**src/rtl/elastic_rr_arbiter.sv**
```systemverilog
// Round-robin arbiter feeding one registered valid/ready output stage; each beat carries its source index.
// Optional ARB_BURST_EN: let the last winner keep the grant for up to MAX_BURST consecutive beats.
module elastic_rr_arbiter #(
    parameter int NUM_REQ   = 4,
    parameter int DW        = 32,
    parameter int SW        = 2,
    parameter int MAX_BURST = 4
) (
    input  logic                  clk,
    input  logic                  rst,
    input  logic [NUM_REQ*DW-1:0] t_data,
    input  logic [NUM_REQ-1:0]    t_valid,
    output logic [NUM_REQ-1:0]    t_ready,
    output logic [DW-1:0]         i0_data,
    output logic [SW-1:0]         i0_src,
    output logic                  i0_valid,
    input  logic                  i0_ready
);

    // Handshake: a transfer happens on a port when valid and ready are both high at posedge.
    localparam logic [SW-1:0] LAST_RST = SW'(NUM_REQ - 1);

    logic [DW-1:0]      r_data;
    logic [SW-1:0]      r_src;
    logic               r_valid;
    logic [SW-1:0]      r_last;

    logic               w_load;
    logic               w_accept;
    logic               w_found;
    logic [SW-1:0]      w_next;
    logic [SW-1:0]      w_start;
    logic [SW-1:0]      w_idx;
    logic [SW:0]        w_pos;
    logic [NUM_REQ-1:0] w_gnt;

    assign w_load   = ~r_valid | i0_ready;
    assign w_next   = (r_last == LAST_RST) ? '0 : r_last + SW'(1);

`ifdef ARB_BURST_EN
    localparam int BW = $clog2(MAX_BURST + 1);

    logic [BW-1:0] r_bcnt;
    logic          w_keep;

    // A burst is only in progress once the current owner has had at least one beat.
    assign w_keep  = t_valid[r_last] && (r_bcnt != '0) && (r_bcnt < BW'(MAX_BURST));
    assign w_start = w_keep ? r_last : w_next;

    always_ff @(posedge clk) begin
        if (rst) begin
            r_bcnt <= '0;
        end else if (w_load) begin
            if (w_accept) begin
                if (w_idx == r_last) begin
                    if (r_bcnt < BW'(MAX_BURST)) begin
                        r_bcnt <= r_bcnt + BW'(1);
                    end
                end else begin
                    r_bcnt <= BW'(1);
                end
            end else begin
                r_bcnt <= '0;
            end
        end
    end
`else
    assign w_start = w_next;
`endif

    // Circular priority search beginning at w_start; the first valid requester wins.
    always_comb begin
        w_found = 1'b0;
        w_idx   = '0;
        w_pos   = '0;
        w_gnt   = '0;
        for (int i = 0; i < NUM_REQ; i++) begin
            w_pos = {1'b0, w_start} + (SW + 1)'(i);
            if (w_pos >= (SW + 1)'(NUM_REQ)) begin
                w_pos = w_pos - (SW + 1)'(NUM_REQ);
            end
            if (!w_found && t_valid[w_pos[SW-1:0]]) begin
                w_found = 1'b1;
                w_idx   = w_pos[SW-1:0];
            end
        end
        w_gnt[w_idx] = w_found;
    end

    assign w_accept = w_load & w_found;
    assign t_ready  = (w_load && !rst) ? w_gnt : '0;

    always_ff @(posedge clk) begin
        if (rst) begin
            r_data  <= '0;
            r_src   <= '0;
            r_valid <= 1'b0;
            r_last  <= LAST_RST;
        end else if (w_load) begin
            if (w_accept) begin
                r_data  <= t_data[w_idx*DW +: DW];
                r_src   <= w_idx;
                r_valid <= 1'b1;
                r_last  <= w_idx;
            end else begin
                r_valid <= 1'b0;
            end
        end
    end

    assign i0_data  = r_data;
    assign i0_src   = r_src;
    assign i0_valid = r_valid;

endmodule

```
**config.mk**
```make
export PLATFORM = sky130hd
export DESIGN_NAME = elastic_rr_arbiter
export DESIGN_NICKNAME = d
export VERILOG_FILES = /design/src/rtl/elastic_rr_arbiter.sv
export SDC_FILE = /design/constraint.sdc
export NUM_CORES = 1
export LEC_CHECK = 0
export CORE_AREA = 2 2 68 70
export DETAILED_ROUTE_END_ITERATION = 8
export DIE_AREA = 0 0 70 72
export DONT_BUFFER_PORTS = 1
export PLACE_DENSITY = 0.7
export SLEW_MARGIN = 20
export SYNTH_ARGS = -nofsm -noshare
export SYNTH_HDL_FRONTEND = slang
export SYNTH_SLANG_ARGS = --single-unit
```
**constraint.sdc**
```tcl
create_clock -name clk -period 3.25 [get_ports clk]
set_input_delay 0.65 -clock clk [delete_from_list [all_inputs] [get_ports clk]]
set_output_delay 0.65 -clock clk [all_outputs]
set_load 0.05 [all_outputs]
```
Yosys cells after proc, flatten, opt, wreduce, memory -nomap -nowiden. Index checks and enable logic that the tools add are counted.

Flip-flop bits (word level): 37. Bits in latches: 0. RAM bits: 0. ROM bits: 0. Input bits: 135. Word-level logic and storage cells: 63. Memories: 0.

Add/sub/neg operators: 8. Multiply operators: 0. Div/mod/pow operators: 0. Order comparisons: 10. Eq/ne operators: 1. Shift operators: 1. Mux-type cells: 25. Bitwise logic cells: 4. Reduce and logical (&&, ||, !) cells: 10.

Operator list (count): variable part select 128 x 8 -> 32 bit (1); two-way mux 2 bit (9); < comparator 2 x 3 -> 1 bit, second input constant (5); two-way mux 1 bit (10); greater-or-equal comparator 3 bit, second input constant (3); binary-select mux 1 bit (select 2 bit) (4); subtractor 2 x 1 -> 2 bit, second input constant (4); adder 2 x 2 -> 3 bit, second input constant (2); logical AND 1 bit (5); bitwise AND 4 bit (1); logical NOT 1 bit (4); two-way mux 4 bit (1); adder 2 x 1 -> 3 bit, second input constant (1); greater-or-equal comparator 2 x 3 -> 1 bit, second input constant (1); adder 2 x 1 -> 2 bit, second input constant (1); demux 1 bit (select 2 bit) (1); equality test 2 bit, second input constant (1); greater-or-equal comparator 2 x 1 -> 1 bit, second input constant (1); AND reduction 2 bit (1); bitwise AND 1 bit (1); NOT 1 bit (1); OR 1 bit (1).

Logic depth before layout (Yosys ltp).
Word-level depth: 22. Gate-level depth with buffers: 8. Gate-level depth less buffers: 6.

Worst setup path before layout. OpenSTA, ideal clock, no wires.

Path type: flip-flop to output port. Start point: reg r_last[0]. End point: out t_ready[3]. Data arrival time: 2.333 ns. Required time: 2.600 ns. Slack: 0.267 ns. Stages on the path, launching flop included: 7. Path buffers: 1. Cell sequence: dfxtp_1 > ha_1 > or3_1 > a31oi_4 > nand2_2 > buf_6 > nor2_1.

Longest elaborated chain between the ends: 22.

RTL lines: start: declaration (line 26) `logic [SW-1:0] r_last;`; start signal: assignment (line 104) `r_last <= w_idx;`; adder 2 x 1 -> 2 bit or equality test 2 bit (tied branches) (line 38) `assign w_next = (r_last == LAST_RST) ? '0 : r_last + SW'(1);`; two-way mux 2 bit * (line 38); parallel branches: the longest is 18 deep, another holds adder 2 x 1 -> 3 bit; bitwise AND 4 bit (no source line) *; two-way mux 4 bit * (line 91) `assign t_ready = (w_load && !rst) ? w_gnt : '0;`; end: declaration (line 13) `output logic [NUM_REQ-1:0] t_ready,`.

Mark *: on every way between the ends. The select of a mux whose other input is x is not followed.

Final worst setup path. Ends and elaborated chain as after synthesis.

==> results.tsv <==
metric	value	unit
reg2reg_slack	940	ps
ios	174	
hold_violations	0	
cts_buffers	5	
synth_top_area_share	0.3134	
initial_core_util	0.5543	
yosys.area_share.simple	0.1768	
grt_pass1_vias	1811	
grt_pass1_wl	8914	um
mappedNetlistNets	406	
grt-ovfl-total	0	
drt-total-wl	5893	um
critPathLaunchType	flip-flop	
vdd_drop_max	0.0002960	V
dieHeight	72	um
intPower	925.4	uW
routed_via_density	6.360	
drv_cap	0	
fmax	345.5	MHz
portBuffers	0	
antenna_found_initial	0	
synth_cells	270	
syn-cell-area	2364	um2
drive_gt1_frac	0.09434	
cts_root_buf	clkbuf_8	
status	finished clean	
p_switching	735.4	uW
worstRegToRegCells	7	
synthXorXnorAreaFrac	0	
hp-class	in2reg	
endpoint_kind	output pin	
die_w	70	um
finalNetCount	400	
cts_tree	yes	
fillers	377	
clk_pin_slew	70	ps
syn_avg_cell_area	8.754	um2
clock_latency	280	ps
fin_crit	2894	ps
antenna_left	0	
worstSetupStartpoint	r_last[0]	
tightest_slew	567.1	ps
finalSetupViolations	0	
setup_tns	0	ps
r2r_start	r_last[0]	
p_per_area	661.4	nW/um2
dpl.hpwl	4493	um
crit_required	2600	ps
gp_congestion	0.7676	
synthAdderAreaFrac	0.005294	
yosysWarnings	0	
synth_edf_count	0	
async_flop_share	0	
finalMaxSlewViolations	0	
die_area	5040	um2
crit_fanout	10	
seq_area_frac_synth	0.3134	
hold_buffers	0	
drtIter0Drc	111	
post_cts_buffers	0	
synth_top_family_by_area	compound AO/OA/AOI/OAI gates	
pwr-share-clk	0.214	
area_growth	6.247	%
vias	2016	
placementRows	24	
synthMuxAreaShare	0.1906	
diodes	0	
synth_cell_types	30	
synth_area_leaders	dfxtp_1 (31%), mux2i_1 (19%), a21boi_0 (6.7%)	
comb_power_share	0.265	
r2r-end	i0_data[14]	
p_leak	0.001053	uW
routedWlPerCell	18.59	um
relSlewSlack	0.6214	
fin_crit_sh	0.8906	
critPathCapture	t_ready[3]	
finalClockSkew	1.176	ps
drc	0	
synth_seq_cells	37	
cts_buffer_depth	2	
postCtsResizedCells	0	
dominantRegCellSynth	dfxtp_1	
regArea	740.7	um2
power.share.sequential	0.522	
ctsHtreeMaxLevel	2	
rsz0062_at_grt	no	
path_class	reg2out	
whs	433.6	ps
grt_start_max_net_pins	43	
critPathArrivalTime	2240	ps
grt_usage	0.2214	
netSwitchingFraction	0.4428	
multiInputGateArea	1485	um2
firstDrtPassIters	4	
cts_sinks	37	
synth_compound_area_frac	0.2530	
yosysTopAreaCell	dfxtp_1	
core-area	4264	um2
==> layout make-up <==
type | count | area share
clock inverter | 1 | 0.001993
clock buffer | 7 | 0.03837
timing repair buffer | 12 | 0.04584
inverter | 1 | 0.001495
tap | 52 | 0.02591
multi-input combinational | 207 | 0.5914
sequential | 37 | 0.2950
==> worst min path at each step <==
| stage | slack, ps | cells after the start | startpoint | endpoint |
|---|---|---|---|---|
| 2_1_floorplan | 430 | 2 | r_last[1] | r_last[1] |
| 6_report | 430 | 1 | rst | i0_src[1] |
| 3_5_place_dp | 450 | 2 | r_last[1] | r_last[1] |
| 3_3_place_gp | 450 | 2 | r_last[1] | r_last[1] |
| 4_1_cts | 420 | 1 | rst | i0_src[1] |
| 5_1_grt | 410 | 1 | rst | i0_src[1] |
==> through the flow <==
stage                     utilization  power (uW)  area [um2]  cells  worst slack (ps)
after floorplan                     -        1240        2364    270             266.6
after global placement         0.5651        1312        2410    309             706.2
after detailed placement       0.5651        1322        2410    309             659.7
after CTS                      0.5889        1674        2511    317             336.2
after global routing           0.5889        1745        2511    317             230.5
final                          0.5889        1661        2511    317             355.6
==> synthesized netlist by cell type, types with 2 or more instances <==
cell type / count
buf_6: 5
nor2_1: 10
a21oi_1: 2
o21ai_1: 18
mux2i_1: 45
o211ai_1: 21
and3_1: 21
nor2b_1: 2
buf_2: 7
and2_1: 3
o21ai_0: 5
o221ai_1: 11
nand2_1: 25
dfxtp_1: 37
clkbuf_1: 13
a21boi_0: 21
nand3b_1: 11
==> critical path, stage by stage (launching register included) <==
cell     delay (ps)
dfxtp_1         360
ha_1            380
or3_1           410
a31oi_4         220
nand2_2         200
nor2_1          180
buf_4           220
==> cell usage in the layout (no fill, tap or decap) <==
cell type and n:
dfxtp_1 37, or3_1 1, nor2_1 10, o31a_1 1
a31oi_1 1, a21boi_0 21, and2_1 3, clkbuf_8 7
nand2_1 25, nor2b_2 1, o21ai_2 1, buf_4 10
a21oi_1 2, mux2i_1 45, o32a_1 1, nand3b_1 11
nor4_1 1, o221ai_1 11, a21o_1 1, o21ai_1 17
nand2b_1 1, inv_1 1, a31oi_4 1, ha_1 1
clkinv_2 1, o21a_1 1, o21ai_0 5, nor3_4 1
and3_1 21, buf_12 2, nor2b_1 1, o211ai_1 21
nand2_2 1
==> sequential cells by signal, summed over array words and instances (netlist names) <==
name      cells
i0_data      32
i0_src        2
r_last        2
i0_valid      1
==> power groups by stage <==
stage / Clock [uW] / Combinational [uW] / Sequential, uW
2_1_floorplan: 0 / 385 / 855
3_3_place_gp: 0 / 434 / 878
3_5_place_dp: 0 / 444 / 878
4_1_cts: 363 / 443 / 868
5_1_grt: 385 / 486 / 875
6_report: 355 / 440 / 866
==> layer usage <==
metal	vias to the layer above	share of wire	global-route usage
met1	909	0.41	0.2563
met2	107	0.49	0.3873
met3	6	0.090	0.07500
met4	0	0.012	0.07265
met5	-	0	0
li1	994	-	-
==> cell families (layout without fill, tap and decap cells) <==
kind of cell / after synthesis / after routing
AOI/OAI and AO/OA: 84 / 84
adders and majority gates: 1 / 1
buffers and inverters: 26 / 21
DFF: 37 / 37
muxes: 45 / 45
and+or+nand+nor: 77 / 77
Power figures use the tool's default switching activity.
